`config.mk`:
```
export PLATFORM = sky130hd
export DESIGN_NAME = up_down_count_decoder
export DESIGN_NICKNAME = d
export VERILOG_FILES = /design/src/rtl/up_down_count_decoder.sv
export SDC_FILE = /design/constraint.sdc
export NUM_CORES = 1
export LEC_CHECK = 0
export CAP_MARGIN = 25
export CORE_MARGIN = 3
export CORE_UTILIZATION = 43
export DETAILED_ROUTE_END_ITERATION = 16
export PLACE_DENSITY_LB_ADDON = 0.15
export SYNTH_ARGS = -nofsm -noshare
export SYNTH_HDL_FRONTEND = slang
export SYNTH_SLANG_ARGS = --single-unit
```
`constraint.sdc`:
```
create_clock -name clk -period 2.89 [get_ports clk]
set_input_delay 0.7225 -clock clk [delete_from_list [all_inputs] [get_ports clk]]
set_output_delay 0.7225 -clock clk [all_outputs]
set_load 0.005 [all_outputs]
```
`src/rtl/up_down_count_decoder.sv`:
```
// up_down_count_decoder: recovers counting direction from a sampled up/down count stream and flags illegal jumps
module up_down_count_decoder #(
  parameter int WIDTH  = 4,
  parameter int LOCK_N = 3,
  parameter int ERR_W  = 8
) (
  input  logic             clk,
  input  logic             rst,
  input  logic             in_valid,
  input  logic [WIDTH-1:0] count_in,
  output logic             mode,
  output logic             locked,
  output logic             step_up,
  output logic             step_down,
  output logic             dir_change,
  output logic             err,
  output logic [ERR_W-1:0] err_cnt
);
  typedef enum logic [1:0] {EMPTY, ACQ, LOCKED} state_t;
  state_t state;
  logic [WIDTH-1:0] prev, delta;
  logic [3:0] run_cnt, run_next;
  logic run_dir, is_up, is_dn, is_jump;
  logic [ERR_W-1:0] err_sat;
  // Modular difference makes 15->0 an up step and 0->15 a down step
  assign delta    = count_in - prev;
  assign is_up    = delta == WIDTH'(1);
  assign is_dn    = delta == '1;
  assign is_jump  = !is_up && !is_dn && delta != '0;
  assign run_next = (run_cnt == 4'd0 || is_up == run_dir) ? run_cnt + 4'd1 : 4'd1;
  assign err_sat  = err_cnt + ERR_W'(err_cnt != '1);
  always_ff @(posedge clk or posedge rst) begin
    if (rst) begin
      state      <= EMPTY;
      prev       <= '0;
      run_cnt    <= '0;
      run_dir    <= 1'b0;
      mode       <= 1'b0;
      locked     <= 1'b0;
      step_up    <= 1'b0;
      step_down  <= 1'b0;
      dir_change <= 1'b0;
      err        <= 1'b0;
      err_cnt    <= '0;
    end else begin
      step_up    <= 1'b0;
      step_down  <= 1'b0;
      dir_change <= 1'b0;
      err        <= 1'b0;
      if (in_valid) begin
        prev <= count_in;
        case (state)
          EMPTY: begin
            state   <= ACQ;
            run_cnt <= '0;
          end
          ACQ: begin
            if (is_up || is_dn) begin
              step_up   <= is_up;
              step_down <= is_dn;
              run_cnt   <= run_next;
              run_dir   <= is_up;
              if (run_next == 4'(LOCK_N)) begin
                state  <= LOCKED;
                locked <= 1'b1;
                mode   <= is_up;
              end
            end else if (is_jump) begin
              err     <= 1'b1;
              err_cnt <= err_sat;
              run_cnt <= '0;
            end
          end
          LOCKED: begin
            if (is_up || is_dn) begin
              step_up    <= is_up;
              step_down  <= is_dn;
              dir_change <= is_up != mode;
              mode       <= is_up;
            end else if (is_jump) begin
              err     <= 1'b1;
              err_cnt <= err_sat;
              locked  <= 1'b0;
              state   <= ACQ;
              run_cnt <= '0;
            end
          end
          default: state <= EMPTY;
        endcase
      end
    end
  end
endmodule
```
==> metrics.yaml <==
worstMarginPinSlew_ps: 419
end_kind: "flip-flop"
vdd_ir_drop_max_mv: 0.365
grtUsageTotal_pct: 14.8
rows: 20
die_h_um: 64.4
ys_ff_latch: 25
critical_path_class: "primary input to flip-flop"
core-area_um2: 3150
synth_top_cells_by_area: "dfrtp_1 (43%), ha_1 (9.4%), xnor2_1 (6.0%)"
cpPeakStageDelay_ps: 440
area_growth_syn_to_layout_pct: 27.6
drc: 0
antenna_left: 0
timing.fmax_ghz: 0.365
arrival_ps: 2980
synth_edf_count: 0
finalNetCount: 194
synth_nets: 161
ys_types: 41
synth_ff_type: "dfrtp_1"
fin_crit_ps: 2740
initial_utilization_pct: 46.5
worst-path-max-fanout: 4
place_area_um2: 1770
syn_area_um2: 1470
wl_um: 2830
clk_latency_ps: 330
slowest_stage: "clkdlybuf4s50_1"
switching_share_pct: 37.7
seqPwrFrac_pct: 38.0
cts.sinks: 25
cts_buffers: 3
grt_pass1_vias: 1128
grt_overflow_total: 0
routabilityCongestion: 0.802
cts.clk_slew.worst_paths_ps: 150
rsz0062_at_grt: "false"
die_x_um: 64.4
status: "complete, no violations"
vias_per_cell: 5.11
synth_top_area_share_pct: 42.6
antenna_found_initial: 0
finalCritPeriodShare_pct: 94.8
ios: 21
cts_tree: "built"
p_switching_uw: 501
drtIter0Drc: 65
root_buffer: "clkbuf_4"
layout_common_cells: "dfrtp_1 (25), clkdlybuf4s50_1 (19), inv_1 (14), buf_4 (11), ha_1 (10)"
crit_chain: "clkdlybuf4s50_1 > ha_1 > a21oi_1 > nand3_1 > nor2b_2 > and2_4 > a21oi_1 > o2111ai_2 > a22o_1"
grt_pass1_wl_um: 4920
slew_viol_final: 0
p_leak_uw: 0.000854
postSynthCellCount: 142
fin_util_pct: 59.4
clock_skew_ps: 7.05
stdcell_area_um2: 1870
n_fill_cell: 285
slew-limit-headroom_pct: 72.0
synthArstFlopShare_pct: 100
yosys_warnings: 0
start_kind: "primary input"
hpwl_um: 2090
setup_violations: 0
p_total_uw: 1330
layout-drive-gt1-share_pct: 20.1
finalHoldViolations: 0
worstHoldPathType: "flip-flop to flip-flop"
power_frac_comb_pct: 49.4
p_clk_share_pct: 12.6
yosysTopAreaCell: "dfrtp_1"
portBuffers: 20
syn-mean-instance-area_um2: 10.3
yosysSeqAreaShare_pct: 42.6
final_common_cell: "dfrtp_1"
cts.path.max_buffers: 2
drv_cap: 0
power_density_nw_per_um2: 709
die-area_um2: 4150
htree_levels: 1
first_pass_iters: 4
wl_per_cell_um: 13.0
crit_required_ps: 3130
via_count: 1114
crit_top_cell: "a21oi_1"
n_antenna_cell: 0
internal_power_uw: 827
grt_start_max_net_pins: 26
## per-layer routing
layer	wire (um)	share of wire, %	global-route usage (%)	vias to the layer above
li1	-	-	-	550
met1	1290	46	19.6	537
met2	1390	49	24.9	22
met3	108	3.8	1.56	5
met4	46	1.6	5.54	0
met5	0	0	0	-
## worst paths after layout
check / from / slack (ps) / depth (start not counted) / end
worst min register to register: err_cnt[5]$_DFFE_PP0P_ / 500 / 1 / err_cnt[5]$_DFFE_PP0P_
worst max register to register: prev[0]$_DFFE_PP0P_ / 540 / 9 / state[0]$_DFFE_PP0P_
worst min-delay path: err_cnt[5]$_DFFE_PP0P_ / 500 / 1 / err_cnt[5]$_DFFE_PP0P_
worst max-delay path: count_in[2] / 150 / 9 / run_cnt[1]$_DFFE_PP0P_
min in group asynchronous: rst / 720 / 3 / err_cnt[5]$_DFFE_PP0P_
max in group asynchronous: rst / 1920 / 3 / state[0]$_DFFE_PP0P_
## power by group through the flow
stage | Combinational (uW) | Clock [uW] | Sequential [uW]
6_report | 656 | 168 | 504
5_1_grt | 729 | 184 | 519
4_1_cts | 624 | 171 | 505
3_5_place_dp | 619 | 0 | 513
3_3_place_gp | 608 | 0 | 508
2_1_floorplan | 381 | 0 | 506
## layout make-up
type                            count  area [um2]  share of cell area [%]
Clock buffer                        3        22.5                    1.20
Sequential cell                    25         626                    33.4
Inverter                           15        56.3                    3.01
Timing Repair Buffer               31         285                    15.2
Tap cell                           44        55.1                    2.94
Clock inverter                      1        7.51                   0.401
Multi-Input combinational cell     99         821                    43.8
## kinds of logic (layout without fill, tap and decap cells)
logic type,count (synthesis),in the layout,share of synthesized area [%]
mux,8,8,5.80
xor+xnor,11,11,6.56
fa+ha+maj,12,12,10.7
compound gates,22,22,11.1
buf+inv,18,50,4.94
simple gates,46,46,18.2
flops,25,25,42.6
## worst max-delay path: cells and delay by family
family | cells | cell delay (ps)
fa+ha+maj | 1 | 380
simple gates | 3 | 520
buf+inv | 1 | 440
compound gates | 4 | 910
## synthesized netlist by cell type, drive strengths merged (2+ instances only)
cell / number
nand3: 3
mux2: 4
nor3b: 2
and3: 4
nand3b: 2
nand4: 5
buf: 2
dfrtp: 25
a22o: 2
nand2b: 4
nor3: 2
and2: 2
xnor2: 10
inv: 15
o21ai: 5
nor2: 8
o2bb2ai: 2
a21oi: 5
ha: 11
nand2: 9
mux2i: 4
## registers in the layout, indices dropped and copies added, names as in the netlist
name / count
run_dir: 1
locked: 1
state: 2
prev: 4
mode: 1
step_down: 1
run_cnt: 4
err_cnt: 8
dir_change: 1
err: 1
step_up: 1
## repair_timing
item	4_1_cts	5_1_grt
hold buffers	0	0
buffers inserted	0	2
gates resized for setup	0	11
setup endpoints to repair	0	16
## metrics by stage
stage | instances | hold WS [ps] | setup TNS, ps | setup slack [ps]
4_1_cts | 216 | 507 | 0 | 38.4
2_1_floorplan | 142 | 482 | 0 | 247
6_report | 218 | 502 | 0 | 149
3_5_place_dp | 212 | 488 | -4370 | -313
3_3_place_gp | 212 | 482 | -3090 | -238
5_1_grt | 218 | 543 | 0 | 61.5
Power figures use the tool's default switching activity.
==> variant: new RTL, config.mk and constraints unchanged <==
The 3 states of `state_t` get a one-hot encoding in 3 bits.
--- a/src/rtl/up_down_count_decoder.sv
+++ b/src/rtl/up_down_count_decoder.sv
@@ -17,5 +17,5 @@
   output logic [ERR_W-1:0] err_cnt
 );
-  typedef enum logic [1:0] {EMPTY, ACQ, LOCKED} state_t;
+  typedef enum logic [2:0] {EMPTY = 3'b001, ACQ = 3'b010, LOCKED = 3'b100} state_t;
   state_t state;
   logic [WIDTH-1:0] prev, delta;
Function: same outputs for any inputs over 10 cycles, from zero or initial values and one cycle with rst high; not proved beyond that.
==> variant against the unedited design <==
  * Setup slack got worse by 0.11 ns
  * Power decreased by 9.0%
  * Clock skew increased by 0.0023 ns
  * Non-clock buffer count increased by 1
  * Core utilization increased by 1.6 points
  * Design area increased by 3.5%
  * Die area increased by 1.3%
  * Area after synthesis increased by 1.4%
  * Sequential cell count increased by 1
  * Routed wire length increased by 12%
  * Largest power group is now sequential cells
==> variant: results (changes against the unedited design) <==
synthesis:
  synth_area_leaders: "dfrtp_1, ha_1, xnor2_1"
  ys_seq_area_share_pct: 43.8  # +1.2 points
  netlist_top_cells_count: "dfrtp_1, nor2_1, nand2_1, xnor2_1"
  syn-num-nets: 156  # -3.1%
  syn-instance-count: 141  # -0.70%
critical_path:
  crit_family: "simple AND/OR/NAND/NOR gates"
  timing.rr.start: "prev[2]"
  r2r-end: "run_cnt[2]"
  arrival_ns: 3.08  # +0.10 ns
  reg2reg_depth: 8  # -1
hold_path:
  worstHoldStart: "err_cnt[7]"
  hold_path_end: "err_cnt[7]"
layout:
  multiInputGateArea_um2: 875  # +6.6%
  layout-drive-gt1-share_pct: 26.3  # +6.2 points
  fill_cells: 275  # -3.5%
  clkCellAreaFrac_pct: 1.87  # +0.27 points
  inverters: 8  # -7
  num-multi-input-gates: 105  # +6.1%
  seq_area_um2: 652  # +4.2%
route:
  met3_length_um: 160  # +48%
  wl_met2_um: 1640  # +18%
  drtIter0Drc: 59  # -9.2%
  vias: 1220  # +9.5%
  wl_met1_um: 1350  # +4.7%
place:
  dp.cells: 213  # +0.47%
  hpwl_um: 2290  # +9.8%
  preCtsSetupSlack_ns: -0.382  # -0.0691 ns
  dpl_cell_area_mm2: 0.00180  # +1.5%
pwr:
  p_leak_nw: 0.826  # -3.4%
timing:
  finClkSkew_ns: 0.00935  # +0.00230 ns
  finalHoldWorstSlack_ns: 0.503  # +0.000906 ns
  relSlewSlack_pct: 61.3  # -11 points
  finalWorstSetupSlack_ns: 0.0363  # -0.113 ns
global_route:
  grt_use_total_pct: 15.7  # +0.93 points
  grtUsageMet1_pct: 18.9  # -0.71 points
  grt_max_degree: 27  # +3.8%
cts:
  post_cts_resize_count: 2  # +2
  cts_sinks: 26  # +4.0%
status:
  outcome: "complete, no violations"
## variant: cell types whose count changed after synthesis, sizes merged, moves of 3 or more
cell / change
o21ai: +3
inv: -7
or3: +3
ha: -4
nor2: +3
mux2i: -3
## variant: how the worst max path moves through the flow
stage	startpoint	end	depth (start not counted)
detailed placement	count_in[0]	run_cnt[2]	10
CTS	count_in[0]	run_cnt[2]	11
floorplan	count_in[0]	run_cnt[2]	10
finish	count_in[0]	run_cnt[2]	10
global route	count_in[0]	run_cnt[2]	11
global placement	count_in[0]	run_cnt[2]	10
## variant: cells by family after synthesis
family / share of synthesized area, %
simple gates: 22.5
xor+xnor: 6.47
compound gates: 12.3
fa+ha+maj: 7.23
mux: 4.45
flops: 43.8
buf+inv: 3.28
## variant: where the power goes
part / internal [mW] / switching, mW / leakage (nW)
clock: 0.0771 / 0.115 / 0.0210
combinational: 0.269 / 0.226 / 0.463
sequential: 0.437 / 0.0853 / 0.341
total: 0.783 / 0.426 / 0.826
